===== config.mk =====
export PLATFORM = sky130hd
export DESIGN_NAME = reset_sequencer
export DESIGN_NICKNAME = d
export VERILOG_FILES = /design/src/rtl/reset_sequencer.sv
export SDC_FILE = /design/constraint.sdc
export NUM_CORES = 1
export LEC_CHECK = 0
export BUFFER_PORTS_ARGS = -buffer_cell sky130_fd_sc_hd__buf_2
export CAP_MARGIN = 10
export CORE_UTILIZATION = 53
export CTS_BUF_LIST = sky130_fd_sc_hd__clkbuf_8
export DETAILED_ROUTE_END_ITERATION = 6
export GPL_TIMING_DRIVEN = 0
export PLACE_DENSITY = 0.77
export RECOVER_POWER = 50
export SLEW_MARGIN = 20
export SYNTH_ARGS = -nofsm -noshare
export SYNTH_HDL_FRONTEND = slang
export SYNTH_SLANG_ARGS = --single-unit

===== constraint.sdc =====
create_clock -name clk -period 4 [get_ports clk]
set_input_delay 0.6 -clock clk [delete_from_list [all_inputs] [get_ports clk]]
set_output_delay 0.6 -clock clk [all_outputs]
set_load 0.02 [all_outputs]

===== src/rtl/reset_sequencer.sv =====
// rtl/reset_sequencer.sv - multi-channel reset stretcher and ascending release sequencer
module reset_sequencer #(
  parameter int   NUM_CH      = 4,
  parameter int   HOLD_CYCLES = 16,
  parameter int   GAP_CYCLES  = 4,
  parameter logic OUT_POL     = 1'b1
) (
  input  logic              clk,
  input  logic              rst_i,
  input  logic              sw_rst_i,
  input  logic [NUM_CH-1:0] ch_rst_i,
  output logic [NUM_CH-1:0] rst_o,
  output logic              done_o
);

  localparam int MAX_CYC = (HOLD_CYCLES > GAP_CYCLES) ? HOLD_CYCLES : GAP_CYCLES;
  localparam int CW      = $clog2(MAX_CYC + 1);
  localparam int IW      = $clog2(NUM_CH + 1);

  localparam logic [CW-1:0] HOLD_LAST = CW'(HOLD_CYCLES - 1);
  localparam logic [CW-1:0] GAP_LAST  = CW'(GAP_CYCLES - 1);
  localparam logic [IW-1:0] LAST_CH   = IW'(NUM_CH - 1);

  // Reject parameter values the counters and index logic cannot represent.
  generate
    if (NUM_CH < 1 || NUM_CH > 32) begin : g_bad_num_ch
      $error("reset_sequencer: NUM_CH must be 1..32");
    end
    if (HOLD_CYCLES < 1) begin : g_bad_hold
      $error("reset_sequencer: HOLD_CYCLES must be >= 1");
    end
    if (GAP_CYCLES < 1) begin : g_bad_gap
      $error("reset_sequencer: GAP_CYCLES must be >= 1");
    end
  endgenerate

  typedef enum logic [1:0] {
    ST_HOLD,
    ST_RELEASE,
    ST_DONE
  } state_t;

  state_t          state;
  logic [IW-1:0]   m;         // first channel of the current sequence
  logic [IW-1:0]   idx;       // next channel to release while in RELEASE
  logic [CW-1:0]   hold_cnt;
  logic [CW-1:0]   gap_cnt;

  logic            global_req;
  logic            ch_req;
  logic [IW-1:0]   low_idx;
  logic [IW-1:0]   new_m;

  assign global_req = rst_i | sw_rst_i;
  assign ch_req     = |ch_rst_i;

  // Lowest requesting channel; scanning downward leaves the smallest index.
  always_comb begin
    low_idx = '0;
    for (int k = NUM_CH - 1; k >= 0; k--) begin
      if (ch_rst_i[k]) begin
        low_idx = IW'(k);
      end
    end
  end

  // Start channel for a request taken this edge: global wins, otherwise the
  // lowest of the running sequence and the new channel request. From DONE the
  // old start channel no longer matters.
  always_comb begin
    new_m = '0;
    if (!global_req) begin
      if (state == ST_DONE || low_idx < m) begin
        new_m = low_idx;
      end else begin
        new_m = m;
      end
    end
  end

  // Sequencer: requests restart the hold, then channels release in order.
  // rst_o holds the output-polarity view of each channel's asserted bit.
  always_ff @(posedge clk) begin
    if (rst_i) begin
      rst_o    <= {NUM_CH{OUT_POL}};
      done_o   <= 1'b0;
      state    <= ST_HOLD;
      m        <= '0;
      idx      <= '0;
      hold_cnt <= '0;
      gap_cnt  <= '0;
    end else if (sw_rst_i || ch_req) begin
      for (int k = 0; k < NUM_CH; k++) begin
        if (IW'(k) >= new_m) begin
          rst_o[k] <= OUT_POL;
        end
      end
      done_o   <= 1'b0;
      state    <= ST_HOLD;
      m        <= new_m;
      hold_cnt <= '0;
      gap_cnt  <= '0;
    end else begin
      case (state)
        ST_HOLD: begin
          if (hold_cnt == HOLD_LAST) begin
            for (int k = 0; k < NUM_CH; k++) begin
              if (IW'(k) == m) begin
                rst_o[k] <= ~OUT_POL;
              end
            end
            gap_cnt <= '0;
            idx     <= m + IW'(1);
            if (m == LAST_CH) begin
              done_o <= 1'b1;
              state  <= ST_DONE;
            end else begin
              state  <= ST_RELEASE;
            end
          end else begin
            hold_cnt <= hold_cnt + CW'(1);
          end
        end
        ST_RELEASE: begin
          if (gap_cnt == GAP_LAST) begin
            for (int k = 0; k < NUM_CH; k++) begin
              if (IW'(k) == idx) begin
                rst_o[k] <= ~OUT_POL;
              end
            end
            gap_cnt <= '0;
            idx     <= idx + IW'(1);
            if (idx == LAST_CH) begin
              done_o <= 1'b1;
              state  <= ST_DONE;
            end
          end else begin
            gap_cnt <= gap_cnt + CW'(1);
          end
        end
        default: begin
        end
      endcase
    end
  end

endmodule

* Word level (Yosys, flattened, before mapping) *
Cells that the tools add are included.

word-level totals
  register bits = 23
  bits of input ports = 7
  output and inout port bits = 5
  word-level logic and storage cells = 108

cells by class
  $add $sub $neg = 4
  order comparisons = 5
  equal/unequal tests = 30
  mux-type cells = 38
  bitwise gates (word level) = 3
  reduce and logical (&&, ||, !) cells = 18

operator list
  cell                                                  number
  != test 3 bit (second input constant)                 10
  AND reduction 6 bit                                   4
  two-way mux 3 bit                                     7
  two-way mux 1 bit                                     16
  equality test 2 x 3 -> 1 bit (first input constant)   4
  two-way mux 4 bit                                     3
  adder 5 x 1 -> 5 bit (second input constant)          2
  two-way mux 2 bit                                     5
  two-way mux 5 bit                                     2
  case mux 5 bit (2 select lines)                       1
  != test 2 x 1 -> 1 bit (second input constant)        4
  != test 2 bit (second input constant)                 4
  case mux 4 bit (2 select lines)                       1
  AND reduction 4 bit                                   2
  adder 3 x 1 -> 3 bit (second input constant)          2
  equality test 1 x 3 -> 1 bit (first input constant)   2
  equality test 3 x 2 -> 1 bit (second input constant)  2
  >= comparator 1 x 3 -> 1 bit (first input constant)   2
  >= comparator 2 x 3 -> 1 bit (first input constant)   2
  logical NOT 3 bit                                     2
  case mux 3 bit (2 select lines)                       1
  equality test 5 x 2 -> 1 bit (second input constant)  1
  equality test 5 x 4 -> 1 bit (second input constant)  1
  AND reduction 5 bit                                   1
  14 further kinds                                      17

* Depth between registers and ports, before layout *
  depth in word-level cells = 11
  gate-level depth with buffers = 8
  depth with buffers taken out = 8

* Worst setup path after synthesis *
Ideal clock, no wire load.

  kind = input -> register
  start point = in ch_rst_i[0]
  end point = reg rst_o[2]
  library setup time = 122 ps
  arrival = 2191 ps
  data required time = 3878 ps
  slack = 1687 ps
  stages on the path = 7
  path buffers = 0
  cells stage by stage = or2_2 > nor2_1 > ha_1 > o221ai_1 > nor4b_2 > o22ai_1 > a221o_1

on the way
  word-level cells in the longest chain between the ends = 8
  elaborated cells on any way between the ends = 16
  those cells by class = 2 x order compare; 5 x eq/ne; 4 x mux; 5 x reduce/logical

RTL lines
  what                              line  text
  start, declared                   11    input logic [NUM_CH-1:0] ch_rst_i,
  two-way mux 3 bit                 61    if (ch_rst_i[k]) begin
  less-than comparator 3 bit        73    if (state == ST_DONE || low_idx < m) begin
  logical OR 1 bit                  73
  two-way mux 3 bit                 73
  two-way mux 3 bit                 72    if (!global_req) begin
  >= comparator 2 x 3 -> 1 bit      94    if (IW'(k) >= new_m) begin
  != test 2 x 1 -> 1 bit (no line)  --
  AND reduction 6 bit (no line)     --
  end signal, assigned              85    rst_o <= {NUM_CH{OUT_POL}};
  end signal, assigned by index     109   rst_o[k] <= ~OUT_POL;
  end signal, assigned by index     128   rst_o[k] <= ~OUT_POL;
  end, declared                     12    output logic [NUM_CH-1:0] rst_o,

Parallel ways exist; a longest one is shown, timed or not.
A chain may end at the register's enable or synchronous reset.

* Worst setup path after layout *
  start point = in ch_rst_i[1]
  end point = reg rst_o[2]

on the way
  word-level cells in the longest chain between the ends = 9
  elaborated cells on any way between the ends = 17
  those cells by class = 2 x order compare; 5 x eq/ne; 5 x mux; 5 x reduce/logical

RTL lines
  what                              line
  two-way mux 3 bit (2 in a row)    61
  less-than comparator 3 bit        73
  logical OR 1 bit                  73
  two-way mux 3 bit                 73
  two-way mux 3 bit                 72
  >= comparator 2 x 3 -> 1 bit      94
  != test 2 x 1 -> 1 bit (no line)  --
  AND reduction 6 bit (no line)     --

Parallel ways exist; a longest one is shown, timed or not.

==> impl_metrics.csv <==
group,metric,value,unit
global_route,grt_max_degree,14,
clocking,cts.sinks,23,
hold_path,hold_start,"rst_o[3]$_SDFFE_PP1P_",
synth,synth_cells,150,
hold_path,holdCritPathClass,"flip-flop to flip-flop",
finish,layout_common_cells,"nor2_1 (24), dfxtp_1 (23), a21oi_1 (9)",
job,max_cap_viol_count,0,
route,routed_wl,2950,um
die,num_rows,17,
timing,drv_slew,0,
placement,post-dp-hpwl,2180,um
status,outcome,"complete, no violations",
route,ant_nets,0,
finish,n_antenna_cell,0,
clocking,cts-root-buf,"clkbuf_8",
clocking,postCtsSetupRepairBufs,0,
power,vdd_drop_max,0.199,mV
clocking,cts_buffers,3,
critical_path,rr_worst_depth,7,
die,initial_core_util,0.575,
synth,synth_top_area_frac,0.355,
timing,hold_viol,0,
timing,fin_crit_sh,0.603,
timing,rsz0062_at_grt,"false",
clocking,clk_pin_slew,0.08,ns
die,die-height,51.5,um
finish,final_common_cell,"nor2_1",
critical_path,end_kind,"flip-flop",
global_route,grt-ovfl-total,0,
power,internal_power,0.000307,W
synth,async_flop_share,0,
hold_path,whs_path_depth,2,
finish,drive_above_1_share,0.128,
hold_path,min_to,"rst_o[3]$_SDFFE_PP1P_",
timing,fin_crit,2.41,ns
route,viasPerCell,6.30,
global_route,first_global_vias,1149,
critical_path,path_max_fanout,4,
critical_path,reg2reg_from,"hold_cnt[0]$_SDFFE_PP0P_",
power,p_sw,0.0000896,W
power,p_seq_frac,0.580,
die,die_area,0.00265,sq mm
power,power_frac_comb,0.052,
power,total_leakage_power,0.542,nW
die,core_area,0.00225,sq mm
clocking,cts_resized,0,
route,drt_iter0_markers,24,
power,powerDensity,283,mW/mm^2
timing,maxSlewHeadroom,0.470,
critical_path,crit_type,"input pin to flip-flop",
critical_path,critPathRequiredTime,4.16,ns
route,drc,0,
synth,synth_area_leader_cell,"dfxtp_1",
global_route,grt_pass1_wl,5030,um
synth,ys_seq_area_frac,0.355,
global_route,grtUsageTotal,0.251,
critical_path,critPathLaunchType,"input pin",
route,wl_per_cell,15.3,um
power,swShare,0.226,
global_route,antenna_found_initial,0,
synth,synth_area_per_cell,8.64,sq um
route,vias,1209,
die,ios,12,
clocking,cts_tree,"yes",
timing,fmax,0.415,GHz
clocking,cts_hold_buf,0,
clocking,htree_levels,1,
route,drtPass1Iterations,4,
power,finalPower,0.000396,W
synth,synth_edf_count,0,
finish,final_nets,177,
timing,setup_viol,0,
synth,syn_area,0.00130,sq mm
power,clkPwrFrac,0.369,
finish,syn2layout_area_growth,8.11,%
placement,place_congestion,0.859,
critical_path,worstPathArrival,2.57,ns
critical_path,r2r_end,"rst_o[2]$_SDFFE_PP1P_",
finish,fill_cells,214,
critical_path,r2r_setup_slack,1.84,ns
placement,port_buffers,10,
timing,tns,0,ns
timing,finClkSkew,0.00570,ns
timing,tightest_slew,0.788,ns
synth,yosysWarnings,0,
synth,ys_ff_latch,23,
synth,synth.area.top_cells,"dfxtp_1 (36%), nor2_1 (6.9%), ha_1 (4.8%), a21oi_1 (3.5%), o21ai_0 (3.1%)",
die,die_x,51.5,um
synth,synth_cell_type_count,50,
synth,ys.flop_type,"dfxtp_1",
synth,syn_nets,162,
clocking,cts_buffer_depth,2,
clocking,clk_latency,0.27,ns
[logic make-up after synthesis]
logic type,share of synthesized area
xor+xnor,0.0270
simple gates,0.269
buf+inv,0.0367
mux,0.0415
fa+ha+maj,0.0483
flops,0.355
compound gates,0.222
[how the worst max path moves through the flow]
stage / cells past startpoint / from / end
floorplan: 7 / ch_rst_i[0] / rst_o[2]$_SDFFE_PP1P_
global placement: 8 / ch_rst_i[0] / rst_o[2]$_SDFFE_PP1P_
detailed placement: 8 / ch_rst_i[0] / rst_o[2]$_SDFFE_PP1P_
CTS: 8 / ch_rst_i[0] / rst_o[2]$_SDFFE_PP1P_
global route: 8 / ch_rst_i[0] / rst_o[2]$_SDFFE_PP1P_
finish: 8 / ch_rst_i[1] / rst_o[2]$_SDFFE_PP1P_
[registers in the layout, indices dropped and copies added, names as in the netlist]
register,flops
gap_cnt,5
idx,3
hold_cnt,5
m,3
done_o,1
rst_o,4
state,2
[routing by layer]
| metal | vias to the layer above | GRT usage | routed length, um |
|---|---|---|---|
| met3 | 6 | 0.0357 | 135 |
| met2 | 39 | 0.455 | 1480 |
| met4 | 0 | 0.0946 | 44 |
| li1 | 585 | - | - |
| met1 | 579 | 0.293 | 1290 |
| met5 | - | 0 | 0 |
[critical path, stage by stage]
cell      delay, ns
buf_2          0.12
or2_2          0.31
nor2_1         0.20
ha_1           0.30
o221ai_1       0.17
nor4b_2        0.36
o22ai_1        0.16
a221o_1        0.35
[final cells by class]
| class | instances | area [sq um] | share of cell area |
|---|---|---|---|
| repair buffers | 10 | 42.5 | 0.0304 |
| clock inverters | 1 | 5.00 | 0.00357 |
| multi-input cells | 115 | 769 | 0.549 |
| flip-flops and latches | 23 | 460 | 0.329 |
| well taps | 28 | 35.0 | 0.0250 |
| plain buffers | 3 | 13.8 | 0.00982 |
| inverters | 9 | 33.8 | 0.0241 |
| clock buffers | 3 | 41.3 | 0.0295 |
[power by group through the flow]
stage	combinational [W]	sequential, W	clock, W
finish	0.0000205	0.000230	0.000146
global route	0.0000223	0.000230	0.000155
CTS	0.0000217	0.000230	0.000144
detailed placement	0.0000215	0.000235	0
global placement	0.0000205	0.000235	0
floorplan	0.0000133	0.000235	0
[per-stage QoR]
stage | setup slack (ns) | cells | util | instance area (sq um) | hold WS (ns)
after CTS | 1.58 | 192 | 0.633 | 1430 | 0.480
after global routing | 1.50 | 192 | 0.622 | 1400 | 0.496
after floorplan | 1.69 | 150 | - | 1300 | 0.471
after global placement | 1.39 | 188 | 0.613 | 1380 | 0.451
after detailed placement | 1.32 | 188 | 0.613 | 1380 | 0.467
final | 1.59 | 192 | 0.622 | 1400 | 0.482
[synthesized netlist by cell type (all sizes together) (3+ instances only)]
master,n
xor2,3
ha,5
o21ai,8
dfxtp,23
nor4,3
mux2,3
nand4,3
o21bai,4
nand2,7
nand3,4
nor2,24
inv,9
a21oi,10
nor4b,4
(Power assumes the default switching activity.)
